[src/rtl/sobel_pkg.sv]
// Shared definitions for the Sobel frame sequencer.
//   - default image geometry and drain timeout
//   - FSM state encoding (plain constants plus the matching enum type)
//   - constant functions for the expected output count and counter widths
package sobel_pkg;

  localparam int DEF_IMG_W     = 512;
  localparam int DEF_IMG_H     = 512;
  localparam int DEF_FLUSH_LEN = 512;
  localparam int DEF_DRAIN_TO  = 4096;

  localparam logic [2:0] ST_IDLE  = 3'd0;
  localparam logic [2:0] ST_RUN   = 3'd1;
  localparam logic [2:0] ST_FLUSH = 3'd2;
  localparam logic [2:0] ST_DRAIN = 3'd3;
  localparam logic [2:0] ST_DONE  = 3'd4;

  typedef enum logic [2:0] {
    S_IDLE  = ST_IDLE,
    S_RUN   = ST_RUN,
    S_FLUSH = ST_FLUSH,
    S_DRAIN = ST_DRAIN,
    S_DONE  = ST_DONE
  } state_e;

  // A 3x3 valid-only convolution loses one pixel on each border.
  function automatic int calc_out_pix(input int img_w, input int img_h);
    return (img_w - 2) * (img_h - 2);
  endfunction

  // Wide enough to hold the terminal value itself, so nothing wraps in a frame.
  function automatic int cnt_width(input int term);
    return $clog2(term) + 1;
  endfunction

endpackage

[src/rtl/sobel_beat_cnt.sv]
// Terminal-count beat counter.
//   Clk    : clock, rising edge
//   rst    : synchronous active-high reset
//   clr    : synchronous clear (wins over en)
//   en     : count one beat
//   at_term: count currently equals TERM-1 (the next enabled beat is the last)
module sobel_beat_cnt
  import sobel_pkg::*;
#(
  parameter int TERM = 16
) (
  input  logic Clk,
  input  logic rst,
  input  logic clr,
  input  logic en,
  output logic at_term
);

  localparam int W = cnt_width(TERM);
  // TERM = 0 means the counter is never used; park the compare value at 0.
  localparam logic [W-1:0] TERM_M1 = (TERM > 0) ? W'(TERM - 1) : '0;

  logic [W-1:0] cnt_q, cnt_d;

  // NOTE: cnt_d takes its hold value first, so every path assigns it and no
  // latch is inferred.
  always_comb begin
    cnt_d = cnt_q;
    if (clr) begin
      cnt_d = '0;
    end else if (en) begin
      cnt_d = cnt_q + W'(1);
    end
  end

  // NOTE: flops are updated only with non-blocking assignments so every
  // register samples pre-edge values regardless of block ordering.
  always_ff @(posedge Clk) begin
    if (rst) begin
      cnt_q <= '0;
    end else begin
      cnt_q <= cnt_d;
    end
  end

  assign at_term = (cnt_q == TERM_M1);

endmodule

[src/rtl/sobel_frame_ctrl.sv]
// Frame sequencer between the DMA input stream and the Sobel datapath.
//   Clk, rst          : clock and synchronous active-high reset
//   start             : one-cycle frame request, honoured only when idle
//   threshold_in      : threshold captured on an accepted start
//   thresh_out        : latched threshold toward the convolution block
//   s_valid/s_data    : DMA pixel stream in; s_ready is its ready
//   dma_ready         : downstream backpressure; gates input and flush beats
//   pix_valid/pix_data: registered pixel stream to the window builder
//   conv_valid        : one convolution result produced this cycle
//   out_last          : marks the final convolution result of the frame
//   busy/done         : not idle / one-cycle end-of-frame pulse
//   err_timeout       : sticky, drain phase saw no output for too long
//   err_extra         : sticky, a convolution result arrived outside a frame
module sobel_frame_ctrl
  import sobel_pkg::*;
#(
  parameter int IMG_W     = DEF_IMG_W,
  parameter int IMG_H     = DEF_IMG_H,
  parameter int FLUSH_LEN = DEF_FLUSH_LEN,
  parameter int OUT_PIX   = calc_out_pix(IMG_W, IMG_H),
  parameter int DRAIN_TO  = DEF_DRAIN_TO
) (
  input  logic       Clk,
  input  logic       rst,
  input  logic       start,
  input  logic [7:0] threshold_in,
  output logic [7:0] thresh_out,
  input  logic       s_valid,
  input  logic [7:0] s_data,
  output logic       s_ready,
  input  logic       dma_ready,
  output logic       pix_valid,
  output logic [7:0] pix_data,
  input  logic       conv_valid,
  output logic       out_last,
  output logic       busy,
  output logic       done,
  output logic       err_timeout,
  output logic       err_extra
);

  localparam int NPIX = IMG_W * IMG_H;

  state_e     state_q, state_d;
  logic [7:0] thresh_q, thresh_d;
  logic [7:0] pix_data_q, pix_data_d;
  logic       pix_valid_q, pix_valid_d;
  logic       err_timeout_q, err_timeout_d;
  logic       err_extra_q, err_extra_d;

  logic frame_clr, active, accept, flush_emit, out_hit, idle_tick, timeout;
  logic in_last, flush_last, out_term, idle_term;

  assign frame_clr  = (state_q == S_IDLE) && start;
  assign active     = (state_q == S_RUN) || (state_q == S_FLUSH) || (state_q == S_DRAIN);
  assign s_ready    = (state_q == S_RUN) && dma_ready;
  assign accept     = s_ready && s_valid;
  assign flush_emit = (state_q == S_FLUSH) && dma_ready;
  assign out_hit    = active && conv_valid;
  assign out_last   = out_hit && out_term;
  // Only silent drain cycles count toward the timeout; any output restarts it.
  assign idle_tick  = (state_q == S_DRAIN) && !conv_valid;
  assign timeout    = idle_tick && idle_term;

  sobel_beat_cnt #(.TERM(NPIX)) u_in_cnt (
    .Clk(Clk), .rst(rst), .clr(frame_clr), .en(accept), .at_term(in_last)
  );

  sobel_beat_cnt #(.TERM(FLUSH_LEN)) u_flush_cnt (
    .Clk(Clk), .rst(rst), .clr(frame_clr), .en(flush_emit), .at_term(flush_last)
  );

  sobel_beat_cnt #(.TERM(OUT_PIX)) u_out_cnt (
    .Clk(Clk), .rst(rst), .clr(frame_clr), .en(out_hit), .at_term(out_term)
  );

  sobel_beat_cnt #(.TERM(DRAIN_TO)) u_idle_cnt (
    .Clk(Clk), .rst(rst), .clr(frame_clr || conv_valid), .en(idle_tick), .at_term(idle_term)
  );

  always_comb begin
    state_d       = state_q;
    thresh_d      = thresh_q;
    pix_valid_d   = 1'b0;
    pix_data_d    = pix_data_q;
    err_timeout_d = err_timeout_q;
    err_extra_d   = err_extra_q;

    case (state_q)
      S_IDLE: begin
        if (start) begin
          state_d       = S_RUN;
          thresh_d      = threshold_in;
          err_timeout_d = 1'b0;
          err_extra_d   = 1'b0;
        end
      end
      S_RUN: begin
        if (accept) begin
          pix_valid_d = 1'b1;
          pix_data_d  = s_data;
          if (in_last) begin
            if (FLUSH_LEN > 0) state_d = S_FLUSH;
            else               state_d = S_DRAIN;
          end
        end
      end
      S_FLUSH: begin
        if (flush_emit) begin
          pix_valid_d = 1'b1;
          pix_data_d  = '0;
          if (flush_last) state_d = S_DRAIN;
        end
      end
      S_DRAIN: begin
        // The final output beat outranks a timeout landing on the same cycle.
        if (timeout && !out_last) begin
          err_timeout_d = 1'b1;
          state_d       = S_DONE;
        end
      end
      S_DONE: begin
        state_d = S_IDLE;
      end
      default: begin
        state_d = S_IDLE;
      end
    endcase

    // The last expected result ends the frame from any active state,
    // abandoning whatever flush is still outstanding.
    if (out_last) state_d = S_DONE;

    // A stray result also beats the clear from a same-cycle start.
    if (!active && conv_valid) err_extra_d = 1'b1;
  end

  always_ff @(posedge Clk) begin
    if (rst) begin
      state_q       <= S_IDLE;
      thresh_q      <= '0;
      pix_valid_q   <= 1'b0;
      pix_data_q    <= '0;
      err_timeout_q <= 1'b0;
      err_extra_q   <= 1'b0;
    end else begin
      state_q       <= state_d;
      thresh_q      <= thresh_d;
      pix_valid_q   <= pix_valid_d;
      pix_data_q    <= pix_data_d;
      err_timeout_q <= err_timeout_d;
      err_extra_q   <= err_extra_d;
    end
  end

  assign thresh_out  = thresh_q;
  assign pix_valid   = pix_valid_q;
  assign pix_data    = pix_data_q;
  assign err_timeout = err_timeout_q;
  assign err_extra   = err_extra_q;
  assign busy        = (state_q != S_IDLE);
  assign done        = (state_q == S_DONE);

endmodule

[config.mk]
export PLATFORM = sky130hd
export DESIGN_NAME = sobel_frame_ctrl
export DESIGN_NICKNAME = d
export VERILOG_FILES = /design/src/rtl/sobel_pkg.sv /design/src/rtl/sobel_beat_cnt.sv /design/src/rtl/sobel_frame_ctrl.sv
export SDC_FILE = /design/constraint.sdc
export NUM_CORES = 1
export LEC_CHECK = 0
export CORE_UTILIZATION = 60
export DETAILED_ROUTE_END_ITERATION = 10
export PLACE_DENSITY = 0.88
export SLEW_MARGIN = 20
export SYNTH_ARGS = -nofsm -noshare
export SYNTH_HDL_FRONTEND = slang
export SYNTH_HIERARCHICAL = 1
export SYNTH_SLANG_ARGS = --single-unit
[constraint.sdc]
create_clock -name Clk -period 3.24 [get_ports Clk]
set_input_delay 0.486 -clock Clk [delete_from_list [all_inputs] [get_ports Clk]]
set_output_delay 0.486 -clock Clk [all_outputs]
set_load 0.01 [all_outputs]
==> impl_metrics.yaml <==
outcome:
  status: "complete, no violations"
cts:
  post-cts-setup-buffers: 0
  cts_buffer_depth: 2
  post_cts_resized: 0
  cts-root-buf: "clkbuf_8"
  clock_latency_ns: 0.35
  numCtsBuffers: 9
  cts.clk_slew.worst_paths_ns: 0.08
  tritoncts: "yes"
  cts.hold.buffers_added: 0
  htreeDepth: 3
  numClockSinks: 83
die:
  row_count: 29
  ios: 45
  start_util: 0.627
  core_region_area_sq_um: 6390
  die_h_um: 83.7
  die-area_sq_um: 7000
  die_w_um: 83.7
synthesis:
  ys_ff_latch: 83
  synthDistinctLibCells: 55
  syn-num-nets: 489
  ys_warn_count: 6
  syn_area_sq_um: 4000
  syn_avg_cell_area_sq_um: 8.67
  ys_seq_area_frac: 0.415
  async_reset_ff_frac: 0
  synthFlopType: "dfxtp_1"
  syn_inst: 462
  synth_edf_count: 0
detailed_routing:
  detail_route.wl_per_cell_um: 15.7
  firstDrtPassIters: 5
  drt-total-wl_mm: 9.14
  routed.top_layer: "met4"
  met2WireLength_mm: 4.58
  antenna_left: 0
  route.met3.wl_um: 274
  drtIter0Drc: 247
  via_count: 3567
  routed_via_density: 6.12
  m1WireLength_mm: 4.10
  drc: 0
finish:
  fin_area_sq_um: 4690
  area_growth_pct: 17.1
  final_util: 0.734
  nets: 528
  multi_input_area_sq_um: 2180
  antennaDiodeCount: 0
  seq_area_sq_um: 1660
  fillers: 462
  final_common_cell: "dfxtp_1"
  final_cell_mix: "dfxtp_1 (83), nand2_1 (49), clkdlybuf4s50_1 (44)"
  drive_gt1_frac: 0.101
pwr:
  pwr-share-clk: 0.415
  ir_drop_v: 0.000331
  cell_internal_pwr_uw: 1580
  p_leak_uw: 0.00155
  pwr_density_cell_nw_per_um2: 433
  comb_power_share: 0.071
  swShare: 0.222
  power.switching_uw: 451
  pwr-share-seq: 0.514
sta:
  max_freq_mhz: 326
  period_needed_ns: 3.06
  rsz0062_at_grt: "no"
  worst_pin_slew_ns: 0.657
  skew_ns: 0.00914
  tns_ns: 0
  hold_viol: 0
  slew-limit-headroom: 0.558
  setup_violations: 0
  fin_crit_sh: 0.946
  hold_ws_ns: 0.473
  drv_slew: 0
global_route:
  grt_pass1_wl_mm: 15.5
  grt_start_max_net_pins: 21
  grt_pass1_vias: 3329
  antenna_found_initial: 0
  gr-usage-all-layers: 0.271
  grt-ovfl-total: 0
setup_path:
  crit_path_start_kind: "register"
  reg2reg_to: "u_out_cnt/cnt_q[15]"
  cp-end-kind: "output port"
  critPathKind: "reg2out"
  ff2ff_path_depth: 6
  rrSetupSlack_ns: 0.76
  cp.required_ns: 2.75
  cp_max_fo: 4
  crit_arrival_ns: 2.58
  rr_startpoint: "state_q[0]"
hold_path:
  hold_class: "reg2reg"
  min_to: "thresh_out[5]"
  hp-start: "thresh_out[5]"
  hold_depth: 2
job:
  cap_viol_max_count: 0
placed_design:
  numPortBuffers: 44
  place_congestion: 0.857
  place_area_sq_um: 4460
  dp_hpwl_mm: 6.40
==> per-stage QoR <==
stage | power [uW] | setup WS [ns] | cells
global route | 2100 | 0.0998 | 583
CTS | 2030 | 0.209 | 583
global placement | 1210 | 0.561 | 567
finish | 2030 | 0.176 | 583
detailed placement | 1210 | 0.444 | 567
floorplan | 1140 | 1.08 | 462
==> routing by layer <==
metal | up-vias | GRT usage
met5 | - | 0
met4 | 0 | 0.114
met3 | 18 | 0.0514
met2 | 87 | 0.447
met1 | 1714 | 0.347
li1 | 1748 | -
==> registers in the layout, indices dropped and copies added, names as in the netlist <==
signal             flops
u_out_cnt/cnt_q       19
err_extra              1
err_timeout            1
state_q                3
pix_valid              1
pix_data               8
u_in_cnt/cnt_q        19
u_flush_cnt/cnt_q     10
u_idle_cnt/cnt_q      13
thresh_out             8
==> power by group through the flow <==
stage          registers (uW)  logic, uW  clock network [uW]
2_1_floorplan            1070       70.3                   0
3_3_place_gp             1070        138                   0
3_5_place_dp             1070        142                   0
4_1_cts                  1040        144                 845
5_1_grt                  1050        155                 897
6_report                 1040        144                 843
==> layout make-up <==
cell class / instances / area share
inverter: 8 / 0.00907
clock buffer: 12 / 0.0331
timing repair buffer: 49 / 0.102
clock inverter: 4 / 0.0155
tap: 77 / 0.0205
sequential: 83 / 0.354
multi-input combinational: 350 / 0.465
==> worst max-delay path: stages, from the launching register on <==
cell	delay, ns
dfxtp_1	0.41
ha_1	0.20
nor4b_1	0.28
nand2_1	0.09
nor3_1	0.24
o211ai_1	0.14
nor2_1	0.28
clkdlybuf4s50_1	0.60
==> how the worst max path moves through the flow <==
stage	endpoint	start	depth (start not counted)	slack (ns)
after global placement	u_in_cnt/cnt_q[17]	dma_ready	7	0.56
after global routing	out_last	u_out_cnt/cnt_q[1]	7	0.1
after floorplan	u_in_cnt/cnt_q[15]	dma_ready	8	1.08
after detailed placement	u_in_cnt/cnt_q[17]	dma_ready	7	0.44
final	out_last	u_out_cnt/cnt_q[1]	7	0.18
after CTS	out_last	u_out_cnt/cnt_q[1]	7	0.21
==> cell usage after synthesis, types with 2 or more instances <==
library cell   n  area [sq um]
and3_1         3          18.8
buf_4          3          22.5
xor2_1        14           123
nor2b_1       11          68.8
nor4b_1        2          17.5
a21oi_1       25           125
nand4_4        3          63.8
ha_1           5          62.6
or4_1         11          82.6
or2_2          5          31.3
buf_2          4          20.0
o21a_1         2          15.0
nand3_1       37           185
nand3b_1       3          22.5
or3_1         10          62.6
nand4_1       20           125
nor2_1        42           158
o21ai_0       14          70.1
nor4_1        10          62.6
nand2_1       49           184
mux2i_1        6          60.1
o31ai_1        9          67.6
and4_1         3          26.3
a21oi_2        8          70.1
clkbuf_1       9          33.8
xnor2_1       16           140
inv_1          7          26.3
nand4b_1       3          26.3
and2_1         2          12.5
or3_2          2          15.0
dfxtp_1       83          1660
buf_6          3          33.8
nand2b_1       4          25.0
nor3_1        11          55.1
and4bb_2       2          25.0
buf_1          2          7.51
==> cell families (layout without fill, tap and decap cells) <==
| group | Yosys count | count (layout) | share of synthesized area |
|---|---|---|---|
| compound gates | 66 | 66 | 0.104 |
| flops | 83 | 83 | 0.415 |
| simple gates | 243 | 243 | 0.345 |
| xor+xnor | 30 | 30 | 0.0656 |
| mux | 6 | 6 | 0.0150 |
| buf+inv | 29 | 73 | 0.0400 |
| fa+ha+maj | 5 | 5 | 0.0156 |
Power figures use the tool's default switching activity.
